==> src/rtl/ws2812_frame_ctrl.sv <==
// Frame sequencer for a WS2812-style pixel encoder: fetches each pixel from RAM, scales it by
// global brightness, reorders RGB->GRB, handshakes with the encoder and times the latch gap.
module ws2812_frame_ctrl #(
  parameter int unsigned NUM_LEDS    = 64,
  parameter int unsigned ADDR_W      = 6,
  parameter int unsigned CLK_FREQ_HZ = 50_000_000,
  parameter int unsigned RESET_US    = 300,
  parameter int unsigned TIMEOUT_CYC = 2000
) (
  input  logic              clk,
  input  logic              rst,
  input  logic              start,
  input  logic              continuous,
  input  logic [7:0]        brightness,
  output logic              busy,
  output logic              frame_done,
  output logic              err,
  output logic              pix_rd,
  output logic [ADDR_W-1:0] pix_addr,
  input  logic [23:0]       pix_data,
  output logic [23:0]       enc_rgb,
  output logic              enc_tx_en,
  input  logic              enc_tx_done
);

  localparam int unsigned ResetCycles = CLK_FREQ_HZ / 1_000_000 * RESET_US;
  localparam int unsigned CntMax = (TIMEOUT_CYC > ResetCycles) ? TIMEOUT_CYC : ResetCycles;
  localparam int unsigned CntW = $clog2(CntMax + 1);
  localparam logic [CntW-1:0] TimeoutLast = CntW'(TIMEOUT_CYC - 1);
  localparam logic [CntW-1:0] LatchLast = CntW'(ResetCycles - 1);
  localparam logic [ADDR_W-1:0] LastAddr = ADDR_W'(NUM_LEDS - 1);

  typedef enum logic [2:0] {StIdle, StFetch, StWait, StSend, StLatch} state_e;

  state_e            state_q, state_d;
  logic [CntW-1:0]   cnt_q, cnt_d;
  logic [ADDR_W-1:0] addr_q, addr_d;
  logic [23:0]       rgb_q, rgb_d;
  logic              busy_q, busy_d;
  logic              done_q, done_d;
  logic              err_q, err_d;
  logic              rd_q, rd_d;
  logic              tx_en_q, tx_en_d;

  logic send_done, timeout, latch_end, frame_start;

  // (c * (b + 1)) >> 8 never exceeds 16 bits, so b = 255 passes c through exactly.
  function automatic logic [7:0] scale(input logic [7:0] c, input logic [7:0] b);
    logic [15:0] prod;
    prod = {8'd0, c} * ({8'd0, b} + 16'd1);
    return 8'(prod >> 8);
  endfunction

  assign send_done   = (state_q == StSend) && enc_tx_done;
  assign timeout     = (state_q == StSend) && !enc_tx_done && (cnt_q == TimeoutLast);
  assign latch_end   = (state_q == StLatch) && (cnt_q == LatchLast);
  assign frame_start = ((state_q == StIdle) && start) || (latch_end && continuous);

  always_ff @(posedge clk) begin
    if (rst) begin
      state_q <= StIdle;
      cnt_q   <= '0;
      addr_q  <= '0;
      rgb_q   <= '0;
      busy_q  <= 1'b0;
      done_q  <= 1'b0;
      err_q   <= 1'b0;
      rd_q    <= 1'b0;
      tx_en_q <= 1'b0;
    end else begin
      state_q <= state_d;
      cnt_q   <= cnt_d;
      addr_q  <= addr_d;
      rgb_q   <= rgb_d;
      busy_q  <= busy_d;
      done_q  <= done_d;
      err_q   <= err_d;
      rd_q    <= rd_d;
      tx_en_q <= tx_en_d;
    end
  end

  always_comb begin
    state_d = state_q;
    unique case (state_q)
      StIdle:  if (start) state_d = StFetch;
      StFetch: state_d = StWait;
      StWait:  state_d = StSend;
      StSend: begin
        if (enc_tx_done) state_d = (addr_q == LastAddr) ? StLatch : StFetch;
        else if (timeout) state_d = StLatch;
      end
      StLatch: if (latch_end) state_d = continuous ? StFetch : StIdle;
      default: state_d = StIdle;
    endcase
  end

  // Outputs are registered copies of decodes of the next state.
  always_comb begin
    cnt_d  = '0;
    addr_d = addr_q;
    rgb_d  = rgb_q;
    err_d  = err_q;
    if ((state_q == StSend || state_q == StLatch) && state_d == state_q) begin
      cnt_d = cnt_q + CntW'(1);
    end
    if (frame_start) begin
      addr_d = '0;
      err_d  = 1'b0;
    end else if (send_done && addr_q != LastAddr) begin
      addr_d = addr_q + ADDR_W'(1);
    end
    if (timeout) err_d = 1'b1;
    if (state_q == StWait) begin
      rgb_d = {scale(pix_data[15:8], brightness), scale(pix_data[23:16], brightness),
               scale(pix_data[7:0], brightness)};
    end
    busy_d  = (state_d != StIdle);
    rd_d    = (state_d == StFetch);
    tx_en_d = (state_d == StSend);
    done_d  = latch_end;
  end

  assign busy       = busy_q;
  assign frame_done = done_q;
  assign err        = err_q;
  assign pix_rd     = rd_q;
  assign pix_addr   = addr_q;
  assign enc_rgb    = rgb_q;
  assign enc_tx_en  = tx_en_q;

endmodule
==> config.mk <==
export PLATFORM = sky130hd
export DESIGN_NAME = ws2812_frame_ctrl
export DESIGN_NICKNAME = d
export VERILOG_FILES = /design/src/rtl/ws2812_frame_ctrl.sv
export SDC_FILE = /design/constraint.sdc
export NUM_CORES = 1
export LEC_CHECK = 0
export BUFFER_PORTS_ARGS = -buffer_cell sky130_fd_sc_hd__buf_2
export CORE_ASPECT_RATIO = 0.6
export CORE_MARGIN = 3
export CORE_UTILIZATION = 54
export DETAILED_ROUTE_END_ITERATION = 10
export PLACE_DENSITY = 0.73
export SYNTH_ARGS = -nofsm -noshare
export SYNTH_HDL_FRONTEND = slang
export SYNTH_SLANG_ARGS = --single-unit
==> constraint.sdc <==
create_clock -name clk -period 6.49 [get_ports clk]
set_input_delay 0.3245 -clock clk [delete_from_list [all_inputs] [get_ports clk]]
set_output_delay 0.3245 -clock clk [all_outputs]
set_load 0.03 [all_outputs]
==> results.cfg <==
[die]
core_sq_mm = 0.0155
die_height_um = 104
dieArea_sq_mm = 0.0176
initial_core_util_pct = 55.6
io_pins = 72
die_x_um = 169
num_rows = 35

[synth]
avgSynthCellArea_sq_um = 8.68
ys.warnings.count = 0
async_flop_share_pct = 0
synth-seq-area-share_pct = 12.1
synth_enable_flop_cells = 0
yosys-top-cells-area = fa_1 (28%), ha_1 (14%), dfxtp_1 (12%)
synth_area_sq_mm = 0.00862
synthesis.nets = 1249
synth_top_cell_by_area = fa_1
synthCells = 993
synth_top_area_share_pct = 27.9
ys_types = 64
synth_flop_cell = dfxtp_1
synth_seq_cells = 52

[drt]
ant_nets = 0
drc_errors = 0
drtPass1Iterations = 7
wirelength_mm = 19.5
dr_total_vias = 6835
drt-wirelength-per-cell_um = 15.5
drt-initial-drc-count = 344
routed_via_density = 5.45

[grt]
grt_max_degree = 41
antenna_found_initial = 0
grt_pass1_wl_mm = 34.5
grt_pass1_vias = 7050
grt-ovfl-total = 0
grt.total_usage_pct = 23.7

[cts]
ctsHoldBuffers = 0
cts_resized = 0
insertion_delay_ns = 0.30
cts_tree = built
path_clk_slew_ns = 0.08
cts_buffers = 5
cts_root_buffer = clkbuf_16
htreeDepth = 2
cts_buffer_depth = 2
cts_setup_buffers = 0
clkSinkCount = 52

[final_layout]
area_growth_pct = 8.61
drive_above_1_share_pct = 10.6
final_cells = 1255
diodes = 0
final_cell_mix = inv_1 (155), and2_1 (145), fa_1 (120), ha_1 (99), nand2_1 (78)
final_nets = 1307
nFillCells = 1416
layout_commonest_cell = inv_1

[placed_design]
post-dp-hpwl_mm = 16.0
dpl.cell_count = 1247
port_buffers = 71
gp_congestion = 0.893

[power_and_ir_drop]
p_switching_uw = 1200
p_int_uw = 1220
power_frac_comb_pct = 73.1
p_leak_uw = 0.00465
clkPwrFrac_pct = 11.3
power.density_mw_per_mm2 = 258
switching_share_pct = 49.5
ir_drop_mv = 0.138
sequentialPowerShare_pct = 15.6

[setup_path]
crit_top_cell = fa_1
arrival_ns = 5.61
crit_path_start_kind = primary input
required_ns = 6.69
timing.rr.start = cnt_q[5]
cpMaxStageDelayCell = xnor2_2
crit_fanout = 13
crit_type = in2reg
r2r_slack_ns = 4.07
end_kind = register
max_stage_delay_ns = 0.56
rr_endpoint = cnt_q[4]
path_cells = buf_2 > ha_1 > nand3_1 > xnor2_2 > nand2_1 > fa_1 > fa_1 > inv_1 > fa_1 > fa_1 > ha_1 > or4_1 > a31oi_2 > or4_1 > a31oi_1 > or3_1 > a32o_1
r2r_cells = 6

[sta]
maxSlewViolCount = 0
fmax_mhz = 185
setup_viol = 0
tightest_slew_ns = 0.755
tns_ns = 0
grt_setup_unrepaired = no
finalCriticalPeriod_ns = 5.42
fin_crit_sh_pct = 83.5
skew_ns = 0.00882
slew_headroom_pct = 49.5
hold_viol = 0

[hold_path]
min_from = continuous
hp-class = in2reg
holdPathStages = 4
hold_end = err

[flow_run]
drv_cap = 0

[run_status]
status = finished clean
==> final cells by class <==
type                       instances  area, sq um  share of cell area [%]
multi-input combinational        754         6890                    73.6
sequential                        52         1040                    11.1
inverter                         156          587                    6.27
timing repair buffer              82          438                    4.68
tap                              203          254                    2.71
clock buffer                       5          125                    1.34
clock inverter                     3         25.0                   0.267
==> power by group through the flow <==
stage | combinational, uW | sequential, uW | clock (uW)
floorplan | 1290 | 451 | 0
global placement | 1730 | 385 | 0
detailed placement | 1760 | 385 | 0
CTS | 1770 | 378 | 277
global route | 2060 | 383 | 292
finish | 1770 | 378 | 273
==> critical path: cells and delay by family <==
family	cells	cell delay (ns)
buffers and inverters	2	0.17
and+or+nand+nor	5	1.43
xor gates and xnor gates	1	0.56
AOI/OAI and AO/OA	3	0.67
adders and majority gates	6	2.46
==> kinds of logic after synthesis <==
logic type	synth area share [%]
multiplexers	0.726
XOR/XNOR	3.76
flip-flops	12.1
buffers and inverters	8.29
AO/OA/AOI/OAI	8.19
adder cells (fa/ha/maj)	42.3
AND/OR/NAND/NOR	24.7
==> flip-flops by register name (all words and copies together) (netlist names) <==
name and count:
cnt_q 14, err 1, enc_rgb 24, frame_done 1, pix_addr 6, state_q 3, busy 1, enc_tx_en 1
pix_rd 1
==> metal layers <==
metal,track usage (%),part of all wire [%],routed length [um],vias up
met1,35.8,50,9740,3330
met5,0,0,0,-
met4,1.46,0.33,65,0
met3,3.70,5.9,1160,13
li1,-,-,-,3297
met2,37.7,44,8530,195
==> synthesized netlist by cell type, types with 8 or more instances <==
cell	instances
nor3_1	15
xor2_1	18
clkbuf_1	28
o21ai_0	19
nand3_1	20
nand4_1	8
nor2b_1	17
dfxtp_1	52
ha_1	99
inv_1	155
xnor2_1	19
a21oi_1	27
fa_1	120
nand3b_1	11
nor2_1	54
and2_1	145
nand2_1	78
==> how the worst max path moves through the flow <==
stage	cells past startpoint	endpoint	startpoint
detailed placement	17	enc_rgb[23]	brightness[0]
global route	19	enc_rgb[7]	brightness[0]
CTS	17	enc_rgb[23]	brightness[0]
floorplan	17	enc_rgb[23]	brightness[0]
finish	17	enc_rgb[23]	brightness[1]
global placement	19	enc_rgb[14]	brightness[0]
==> metrics by stage <==
step                hold WS [ns]  worst slack (ns)  util, %  total power (uW)  cell area, sq um
finish                     0.418              1.07     60.4              2420              9360
global route               0.486             0.728     60.4              2740              9360
CTS                        0.424              1.13     60.4              2430              9360
detailed placement         0.449             0.839     59.4              2140              9210
global placement           0.444             0.819     59.4              2120              9210
floorplan                  0.430              1.21        -              1740              8620
No activity file was read; power rests on OpenSTA's default activity.
